--- src/rtl/midi_pkg.sv ---
// -----------------------------------------------------------------------------
// midi_pkg
// Shared definitions for the polyphonic MIDI tracker: channel-message status
// nibbles, the UART receiver state encoding and the per-status message length.
// -----------------------------------------------------------------------------
package midi_pkg;

   // Channel-voice status nibbles (upper four bits of the status byte)
   localparam logic [3:0] NOTE_OFF = 4'h8;
   localparam logic [3:0] NOTE_ON  = 4'h9;
   localparam logic [3:0] POLY_AT  = 4'hA;
   localparam logic [3:0] CC       = 4'hB;
   localparam logic [3:0] PROG     = 4'hC;
   localparam logic [3:0] CH_AT    = 4'hD;
   localparam logic [3:0] PITCH    = 4'hE;

   // Serial receiver states
   typedef enum logic [2:0] {
      RX_IDLE      = 3'd0,
      RX_START     = 3'd1,
      RX_DATA      = 3'd2,
      RX_STOP      = 3'd3,
      RX_WAIT_HIGH = 3'd4
   } rx_state_e;

   // Number of data bytes that follow a channel status byte
   function automatic logic [1:0] msg_len(input logic [3:0] nib);
      logic [1:0] len;
      case (nib)
         PROG, CH_AT: len = 2'd1;
         default:     len = 2'd2;
      endcase
      return len;
   endfunction

endpackage

--- src/rtl/midi_uart_rx.sv ---
// -----------------------------------------------------------------------------
// midi_uart_rx
// Two-flop synchroniser plus 8N1 receive state machine for the MIDI line.
//   clk        : system clock
//   rst_n      : synchronous active-low reset
//   midi_in    : raw asynchronous serial line, idle high
//   byte_valid : one-cycle pulse, a correctly framed byte is on rx_byte
//   rx_byte    : last framed byte, held until the next one
//   frame_err  : one-cycle pulse, stop bit was read as 0 (byte discarded)
// -----------------------------------------------------------------------------
module midi_uart_rx
   import midi_pkg::*;
#(
   parameter int CLK_PER_BIT = 128
)
(
   input  logic       clk,
   input  logic       rst_n,
   input  logic       midi_in,
   output logic       byte_valid,
   output logic [7:0] rx_byte,
   output logic       frame_err
);

   localparam int            CW      = $clog2(CLK_PER_BIT);
   localparam logic [CW-1:0] HALF_M1 = CW'(CLK_PER_BIT / 2 - 1);
   localparam logic [CW-1:0] FULL_M1 = CW'(CLK_PER_BIT - 1);

   logic            sync1_q;
   logic            rxb_q;
   rx_state_e       state_q, state_d;
   logic [CW-1:0]   cnt_q, cnt_d;
   logic [2:0]      bit_q, bit_d;
   logic [7:0]      shift_q, shift_d;
   logic            byte_valid_q, byte_valid_d;
   logic [7:0]      rx_byte_q, rx_byte_d;
   logic            frame_err_q, frame_err_d;

   // State, synchroniser and output registers
   always_ff @(posedge clk) begin
      if (!rst_n) begin
         sync1_q      <= 1'b1;
         rxb_q        <= 1'b1;
         state_q      <= RX_IDLE;
         cnt_q        <= '0;
         bit_q        <= 3'd0;
         shift_q      <= 8'h00;
         byte_valid_q <= 1'b0;
         rx_byte_q    <= 8'h00;
         frame_err_q  <= 1'b0;
      end else begin
         sync1_q      <= midi_in;
         rxb_q        <= sync1_q;
         state_q      <= state_d;
         cnt_q        <= cnt_d;
         bit_q        <= bit_d;
         shift_q      <= shift_d;
         byte_valid_q <= byte_valid_d;
         rx_byte_q    <= rx_byte_d;
         frame_err_q  <= frame_err_d;
      end
   end

   // Next-state logic: start bit is re-checked at its midpoint, then every
   // later bit is sampled one full bit period apart, i.e. mid-bit.
   always_comb begin
      state_d      = state_q;
      cnt_d        = cnt_q;
      bit_d        = bit_q;
      shift_d      = shift_q;
      byte_valid_d = 1'b0;
      rx_byte_d    = rx_byte_q;
      frame_err_d  = 1'b0;
      case (state_q)
         RX_IDLE: begin
            if (!rxb_q) begin
               state_d = RX_START;
               cnt_d   = '0;
            end else begin
               state_d = RX_IDLE;
            end
         end
         RX_START: begin
            if (cnt_q == HALF_M1) begin
               cnt_d = '0;
               if (!rxb_q) begin
                  state_d = RX_DATA;
                  bit_d   = 3'd0;
               end else begin
                  state_d = RX_IDLE;   // line went high again: glitch
               end
            end else begin
               cnt_d = cnt_q + CW'(1);
            end
         end
         RX_DATA: begin
            if (cnt_q == FULL_M1) begin
               cnt_d   = '0;
               shift_d = {rxb_q, shift_q[7:1]};   // LSB arrives first
               bit_d   = bit_q + 3'd1;
               if (bit_q == 3'd7) begin
                  state_d = RX_STOP;
               end else begin
                  state_d = RX_DATA;
               end
            end else begin
               cnt_d = cnt_q + CW'(1);
            end
         end
         RX_STOP: begin
            if (cnt_q == FULL_M1) begin
               cnt_d = '0;
               if (rxb_q) begin
                  byte_valid_d = 1'b1;
                  rx_byte_d    = shift_q;
                  state_d      = RX_IDLE;
               end else begin
                  frame_err_d  = 1'b1;
                  state_d      = RX_WAIT_HIGH;
               end
            end else begin
               cnt_d = cnt_q + CW'(1);
            end
         end
         RX_WAIT_HIGH: begin
            if (rxb_q) begin
               state_d = RX_IDLE;
            end else begin
               state_d = RX_WAIT_HIGH;
            end
         end
         default: begin
            state_d = RX_IDLE;
         end
      endcase
   end

   assign byte_valid = byte_valid_q;
   assign rx_byte    = rx_byte_q;
   assign frame_err  = frame_err_q;

endmodule

--- src/rtl/midi_poly_tracker.sv ---
// -----------------------------------------------------------------------------
// midi_poly_tracker
// MIDI input front end: serial receiver, channel-message parser with running
// status, and a VOICES-entry table of currently held notes.
//   clk          : system clock
//   rst_n        : synchronous active-low reset
//   midi_in      : raw asynchronous MIDI line, idle high
//   ch_sel       : channel to accept, sampled on each channel status byte
//   voice_active : bit i set while voice i holds a note
//   voice_note   : note of voice i at [7i+6:7i], meaningful while active
//   LED_out      : {any voice active, last accepted note-on number}
//   byte_valid   : one-cycle pulse per framed byte
//   rx_byte      : last framed byte
//   frame_err    : one-cycle pulse on a bad stop bit
//   overflow     : one-cycle pulse when a note-on found no free voice
// -----------------------------------------------------------------------------
module midi_poly_tracker
   import midi_pkg::*;
#(
   parameter int CLK_PER_BIT = 128,
   parameter int VOICES      = 4,
   parameter bit OMNI        = 1'b0
)
(
   input  logic                  clk,
   input  logic                  rst_n,
   input  logic                  midi_in,
   input  logic [3:0]            ch_sel,
   output logic [VOICES-1:0]     voice_active,
   output logic [7*VOICES-1:0]   voice_note,
   output logic [7:0]            LED_out,
   output logic                  byte_valid,
   output logic [7:0]            rx_byte,
   output logic                  frame_err,
   output logic                  overflow
);

   logic                byte_valid_s;
   logic [7:0]          rx_byte_s;

   // Parser state
   logic                rs_valid_q, rs_valid_d;
   logic [3:0]          rs_nib_q, rs_nib_d;
   logic                chm_q, chm_d;
   logic                dcnt_q, dcnt_d;
   logic [6:0]          note_q, note_d;

   // Decoded note event for this cycle
   logic                ev_valid_s;
   logic                ev_on_s;
   logic [6:0]          ev_note_s;

   // Voice table
   logic [VOICES-1:0]   act_q, act_d;
   logic [7*VOICES-1:0] notes_q, notes_d;
   logic [6:0]          last_q, last_d;
   logic                ovf_q, ovf_d;
   logic [VOICES-1:0]   hit_s;
   logic [VOICES-1:0]   free_oh_s;

   midi_uart_rx #(
      .CLK_PER_BIT (CLK_PER_BIT)
   ) u_rx (
      .clk        (clk),
      .rst_n      (rst_n),
      .midi_in    (midi_in),
      .byte_valid (byte_valid_s),
      .rx_byte    (rx_byte_s),
      .frame_err  (frame_err)
   );

   // Parser and voice table registers
   always_ff @(posedge clk) begin
      if (!rst_n) begin
         rs_valid_q <= 1'b0;
         rs_nib_q   <= 4'h0;
         chm_q      <= 1'b0;
         dcnt_q     <= 1'b0;
         note_q     <= 7'h00;
         act_q      <= '0;
         notes_q    <= '0;
         last_q     <= 7'h00;
         ovf_q      <= 1'b0;
      end else begin
         rs_valid_q <= rs_valid_d;
         rs_nib_q   <= rs_nib_d;
         chm_q      <= chm_d;
         dcnt_q     <= dcnt_d;
         note_q     <= note_d;
         act_q      <= act_d;
         notes_q    <= notes_d;
         last_q     <= last_d;
         ovf_q      <= ovf_d;
      end
   end

   // Byte parser: running status, channel match and note event decode
   always_comb begin
      rs_valid_d = rs_valid_q;
      rs_nib_d   = rs_nib_q;
      chm_d      = chm_q;
      dcnt_d     = dcnt_q;
      note_d     = note_q;
      ev_valid_s = 1'b0;
      ev_on_s    = 1'b0;
      ev_note_s  = note_q;
      if (byte_valid_s) begin
         if (rx_byte_s[7]) begin
            if (rx_byte_s[7:4] != 4'hF) begin
               rs_valid_d = 1'b1;
               rs_nib_d   = rx_byte_s[7:4];
               dcnt_d     = 1'b0;
               chm_d      = OMNI || (rx_byte_s[3:0] == ch_sel);
            end else if (!rx_byte_s[3]) begin
               rs_valid_d = 1'b0;      // system common / exclusive
               dcnt_d     = 1'b0;
            end else begin
               rs_valid_d = rs_valid_q; // realtime leaves parser untouched
            end
         end else if (rs_valid_q) begin
            if (!dcnt_q) begin
               note_d = rx_byte_s[6:0];
            end else begin
               note_d = note_q;
            end
            if (dcnt_q || (msg_len(rs_nib_q) == 2'd1)) begin
               dcnt_d     = 1'b0;
               ev_valid_s = chm_q && ((rs_nib_q == NOTE_OFF) || (rs_nib_q == NOTE_ON));
               ev_on_s    = (rs_nib_q == NOTE_ON) && (rx_byte_s[6:0] != 7'h00);
               ev_note_s  = note_q;
            end else begin
               dcnt_d = 1'b1;
            end
         end else begin
            dcnt_d = dcnt_q;            // data with no running status
         end
      end else begin
         dcnt_d = dcnt_q;
      end
   end

   // Voice table update; free_oh_s isolates the lowest clear bit of act_q
   always_comb begin
      act_d     = act_q;
      notes_d   = notes_q;
      last_d    = last_q;
      ovf_d     = 1'b0;
      free_oh_s = ~act_q & (act_q + VOICES'(1));
      for (int i = 0; i < VOICES; i++) begin
         hit_s[i] = act_q[i] && (notes_q[7*i +: 7] == ev_note_s);
      end
      if (ev_valid_s) begin
         if (ev_on_s) begin
            if (|hit_s) begin
               act_d = act_q;           // already held
            end else if (|free_oh_s) begin
               act_d  = act_q | free_oh_s;
               last_d = ev_note_s;
               for (int i = 0; i < VOICES; i++) begin
                  if (free_oh_s[i]) begin
                     notes_d[7*i +: 7] = ev_note_s;
                  end else begin
                     notes_d[7*i +: 7] = notes_q[7*i +: 7];
                  end
               end
            end else begin
               ovf_d = 1'b1;
            end
         end else begin
            act_d = act_q & ~hit_s;
         end
      end else begin
         act_d = act_q;
      end
   end

   assign voice_active = act_q;
   assign voice_note   = notes_q;
   assign LED_out      = {|act_q, last_q};
   assign byte_valid   = byte_valid_s;
   assign rx_byte      = rx_byte_s;
   assign overflow     = ovf_q;

endmodule
--- config.mk ---
export PLATFORM = sky130hd
export DESIGN_NAME = midi_poly_tracker
export DESIGN_NICKNAME = d
export VERILOG_FILES = /design/src/rtl/midi_pkg.sv /design/src/rtl/midi_uart_rx.sv /design/src/rtl/midi_poly_tracker.sv
export SDC_FILE = /design/constraint.sdc
export NUM_CORES = 1
export LEC_CHECK = 0
export ABC_CLOCK_PERIOD_IN_PS = 2700
export CORE_ASPECT_RATIO = 0.5
export CORE_MARGIN = 2
export CORE_UTILIZATION = 54
export CTS_CLUSTER_DIAMETER = 40
export CTS_CLUSTER_SIZE = 24
export DETAILED_ROUTE_END_ITERATION = 16
export GPL_TIMING_DRIVEN = 0
export PLACE_DENSITY = 0.91
export RECOVER_POWER = 50
export SETUP_SLACK_MARGIN = 0.1
export SLEW_MARGIN = 30
export SYNTH_ARGS = -nofsm -noshare
export SYNTH_HDL_FRONTEND = slang
export SYNTH_SLANG_ARGS = --single-unit
export TNS_END_PERCENT = 50
--- constraint.sdc ---
create_clock -name clk -period 2.7 [get_ports clk]
set_clock_uncertainty 0.15 [all_clocks]
set_input_delay 0.54 -clock clk [delete_from_list [all_inputs] [get_ports clk]]
set_output_delay 0.54 -clock clk [all_outputs]
set_load 0.01 [all_outputs]
Word-level counts from Yosys, hierarchy flattened
Cells that the tools add are included.
- add/subtract/negate cells: 3
- equality and inequality tests: 27
- muxes and demuxes: 40
- bitwise logic cells: 11
- reduce and logical (&&, ||, !) cells: 35
- operators by type and width (operator ; count):
    equality test 7 bit ; 4
    2-to-1 mux 3 bit ; 7
    2-to-1 mux 7 bit ; 3
    one-hot mux 7 bit (3 select lines) ; 1
    AND reduction 3 bit ; 7
    AND reduction 5 bit ; 4
    2-to-1 mux 1 bit ; 19
    equality test 4 bit, second input constant ; 4
    one-hot mux 3 bit (5 select lines) ; 1
    2-to-1 mux 4 bit ; 3
    AND reduction 4 bit ; 3
    OR reduction 4 bit ; 3
    2-to-1 mux 2 bit ; 5
    AND 4 bit ; 2
    inequality test 2 x 1 -> 1 bit, second input constant ; 4
    inequality test 2 bit, second input constant ; 4
    inverter 4 bit ; 2
    adder 7 x 1 -> 7 bit, second input constant ; 1
    equality test 7 x 6 -> 1 bit, second input constant ; 1
    equality test 7 bit, second input constant ; 1
    nonzero test 7 bit ; 1
    OR reduction 7 bit ; 1
    equality test 3 x 2 -> 1 bit, second input constant ; 2
    equality test 3 bit, second input constant ; 2
    other kinds (17) ; 31
- register bits: 87
- input bits: 7
- output and inout bits: 51
- logic and storage cells: 137

Longest topological paths before layout
- word-level depth: 14
- gate-level depth with buffers: 8
- gate-level depth less buffers: 7

Modules after synthesis
A second synthesis with hierarchy kept.
- cells, all modules: 439
- area, all modules: 4131.5 um^2
- modules (own cells, without submodules) (module ; instances ; cells an instance ; area each (um^2) ; sequential area each (um^2)):
    midi_poly_tracker ; 1 ; 278 ; 2701.3 ; 1081.0
    midi_uart_rx ; 1 ; 161 ; 1430.1 ; 660.6

Worst setup path after synthesis
No wires, ideal clock.
- kind: register to register
- start point: register u_rx.byte_valid_q, in the netlist u_rx.byte_valid
- end point: register notes_q[21], in the netlist voice_note[21]
- library setup time: 72 ps
- data arrival time: 2139 ps
- required time: 2478 ps
- setup slack: 339 ps
- stages on the path, launching flop included: 7
- buffers on the path: 0
- period minus slack after synthesis: 2361 ps
- path through: dfxtp_1 and3b_1 nand4_1 a41o_2 or4b_4 nor3_4 mux2i_1
- cells in the longest elaborated chain, start to end: 2
- elaborated cells on any way between the ends: 3
- classes of those cells: mux (2); reduce/logical (1)
- RTL lines (item ; line ; text):
    start: declaration ; midi_uart_rx.sv:35 ; logic byte_valid_q, byte_valid_d;
    start signal: assignment ; midi_uart_rx.sv:58 ; byte_valid_q <= byte_valid_d;
    2-to-1 mux 1 bit ; midi_poly_tracker.sv:107 ; if (byte_valid_s) begin
    AND reduction 5 bit (no source line) * ; -- ;
    end signal: assignment ; midi_poly_tracker.sv:91 ; notes_q <= notes_d;
    end: declaration ; midi_poly_tracker.sv:55 ; logic [7*VOICES-1:0] notes_q, notes_d;
Every way passes the cells marked *; elsewhere a longest branch is shown, timed or not.
A chain may end at the register's enable or synchronous reset.

Final worst setup path
- start point: register act_q[0], in the netlist voice_active[0]
- end point: output LED_out[7]
- cells in the longest elaborated chain, start to end: 1
- RTL lines (item ; line ; text):
    start: declaration ; midi_poly_tracker.sv:54 ; logic [VOICES-1:0] act_q, act_d;
    start signal: assignment ; midi_poly_tracker.sv:90 ; act_q <= act_d;
    OR reduction 4 bit ; midi_poly_tracker.sv:179 ; assign LED_out = {|act_q, last_q};
    end: declaration ; midi_poly_tracker.sv:31 ; output logic [7:0] LED_out,
Every way passes these cells.

==> impl_metrics.py <==
metrics = {
    "timing": {
        "clock.fmax_mhz": 383,
        "fin_tns_setup_ns": 0,
        "slew-limit-headroom_pct": 57.3,
        "period_share_pct": 96.8,
        "postLayoutSetupSlackWorst_ns": 0.0858,
        "tightest_slew_ns": 0.635,
        "finalSetupViolCount": 0,
        "period_needed_ns": 2.61,
        "hold_viol_final": 0,
        "slew_violations": 0,
        "rsz0062_at_grt": "true",
        "hold_ws_ns": 0.263,
    },
    "logic_synthesis": {
        "synth_top_area_share_pct": 43.8,
        "yosys_most_used_dff": "dfxtp_1",
        "synth_nets": 448,
        "yosysSeqAreaShare_pct": 43.8,
        "synth_async_sr_flop_share_pct": 0,
        "yosysTopAreaCell": "dfxtp_1",
        "synth_common_cells": "dfxtp_1, nor2_1, mux2i_1",
        "ys_seq_elements": 87,
        "synth_edf_count": 0,
        "synth.area.top_cells": "dfxtp_1, mux2i_1, xor2_1",
        "ys_warn_count": 0,
        "syn-mean-instance-area_sq_um": 9.08,
        "yosysMostFrequentCell": "dfxtp_1",
        "synth_cells": 438,
        "yosysUniqueCellTypes": 48,
        "netlist_area_sq_mm": 0.00398,
    },
    "place": {
        "placed_area_sq_mm": 0.00466,
        "dp_hpwl_microns": 6600,
        "pre_cts_slack_ns": -0.0276,
        "portBuffers": 56,
        "gp_congestion": 0.854,
        "dp.cells": 590,
    },
    "route": {
        "drt_iter0_markers": 422,
        "dr.pass1.iters": 5,
        "viasPerCell": 5.85,
        "drc": 0,
        "avgRoutedWirePerCell_microns": 16.9,
        "vias": 3552,
        "totalWireLength_microns": 10300,
        "ant_nets": 0,
    },
    "power_and_ir_drop": {
        "p_leak_nw": 2.26,
        "power_density_mw_per_mm2": 584,
        "power.total_mw": 2.96,
        "vdd_drop_max_uv": 420,
    },
    "cells_and_area": {
        "drive_gt1_share_pct": 7.83,
        "finish.utilization_pct": 70.0,
        "stdcell_count": 607,
        "finalInstanceArea_sq_mm": 0.00507,
        "diodes": 0,
        "syn_to_final_growth_pct": 27.5,
        "fin_nets": 517,
    },
    "clock_tree": {
        "worstSkewPairLatency_ns": 0.34,
        "cts_sinks": 87,
        "numCtsBuffers": 9,
        "ctsHtreeMaxLevel": 3,
        "root_buffer": "clkbuf_16",
        "clockBufferDepth": 2,
        "clk_pin_slew_ns": 0.06,
        "tritoncts": "built",
        "postCtsHoldBufs": 0,
    },
    "global_routing": {
        "antenna_found_initial": 0,
        "grt_max_degree": 14,
        "overflow": 0,
        "grt_first_pass_wirelength_microns": 15900,
        "grt_usage_pct": 24.8,
        "grt_pass1_vias": 3264,
    },
    "critical_path": {
        "setup.worst_path.class": "register to primary output",
        "path_max_fanout": 10,
        "startpoint_type": "register",
        "worstPathCellList": "clkbuf_2 > or4_1 > clkdlybuf4s50_1",
        "crit_arrival_ns": 1.92,
        "crit_required_ns": 2.01,
        "max_stage_delay_ns": 0.55,
        "cp-end-kind": "primary output",
        "critical-path-slowest-cell": "or4_1",
    },
    "floorplanning": {
        "dieWidth_microns": 125,
        "die-height_microns": 64.7,
        "core_area_sq_mm": 0.00724,
        "boundaryPins": 58,
        "rows": 22,
        "start_util_pct": 55.0,
        "dieArea_sq_mm": 0.00811,
    },
    "hold_path": {
        "hold_class": "register to register",
    },
    "flow_run": {
        "maxCapViolCount": 0,
    },
    "run_status": {
        "status": "complete, no violations",
    },
}
power by group:
| group | switching [mW] | internal, mW |
|---|---|---|
| clock | 0.476 | 0.878 |
| sequential | 0.0316 | 1.31 |
| combinational | 0.169 | 0.0939 |
| total | 0.677 | 2.28 |
routing by layer:
metal | wire [microns] | GRT usage (%) | share of wire (%) | up-vias
li1 | - | - | - | 1662
met1 | 4280 | 30.0 | 42 | 1709
met2 | 5030 | 42.9 | 49 | 144
met3 | 632 | 5.53 | 6.2 | 37
met4 | 323 | 11.4 | 3.1 | 0
met5 | 0 | 0 | 0 | -
cell type report:
type / count / area, sq um
Inverter: 4 / 15.0
Fill cell: 492 / 2170
Timing Repair Buffer: 58 / 588
Sequential cell: 87 / 1740
Multi-Input combinational cell: 318 / 2130
Tap cell: 96 / 120
Clock inverter: 3 / 65.1
Clock buffer: 12 / 267
Buffer: 29 / 144
placed cells by master (no fill, tap or decap), types with 5 or more instances in the layout:
cell             synthesis  final
o21ai_0                 23     20
nand4_1                  9      9
nor3b_1                  7      6
dfxtp_1                 87     87
mux2i_1                 52     52
buf_4                    6      7
nor2_1                  57     57
dlygate4sd3_1            0     47
clkbuf_1                18     18
clkdlybuf4s50_1          0      9
nand2b_1                 7      7
nand2_1                 34     34
nand3_1                 15     15
xor2_1                  25     25
a21oi_1                 24     24
and3_1                   5      5
xnor2_1                  8      8
clkbuf_16                0      9
path summary, 6_finish.rpt:
kind | from | to | slack, ns | cells after the start
worst max-delay path | voice_active[0] | LED_out[7] | 0.09 | 3
worst min-delay path | u_rx.sync1_q | u_rx.rxb_q | 0.26 | 1
worst max register to register | u_rx.rx_byte[3] | voice_note[27] | 0.15 | 7
worst min register to register | u_rx.sync1_q | u_rx.rxb_q | 0.26 | 1
repair_timing:
item | in CTS | in global routing
gates resized for setup | 2 | 9
buffers inserted | 1 | 1
setup endpoints to repair | 30 | 22
pin swaps | 1 | 0
registers in the layout, summed over array words and instances, names as in the netlist, 3 cells and up:
name          cells
voice_note       28
u_rx.rx_byte      8
u_rx.shift_q      8
last_q            7
note_q            7
u_rx.cnt_q        7
rs_nib_q          4
voice_active      4
u_rx.bit_q        3
u_rx.state_q      3
kinds of logic after synthesis:
kind of cell | after synthesis | synth area share [%]
multiplexers | 53 | 13.4
flip-flops | 87 | 43.8
buffers and inverters | 33 | 3.96
AO/OA/AOI/OAI | 66 | 9.81
adder cells (fa/ha/maj) | 3 | 0.943
XOR/XNOR | 33 | 7.26
AND/OR/NAND/NOR | 163 | 20.9
critical path: cells and delay by family (launching register included):
kind,cells,cell delay [ns]
buf+inv,2,0.71
simple gates,1,0.55
flops,1,0.32
Note: power is estimated with default switching activity, not from simulation.
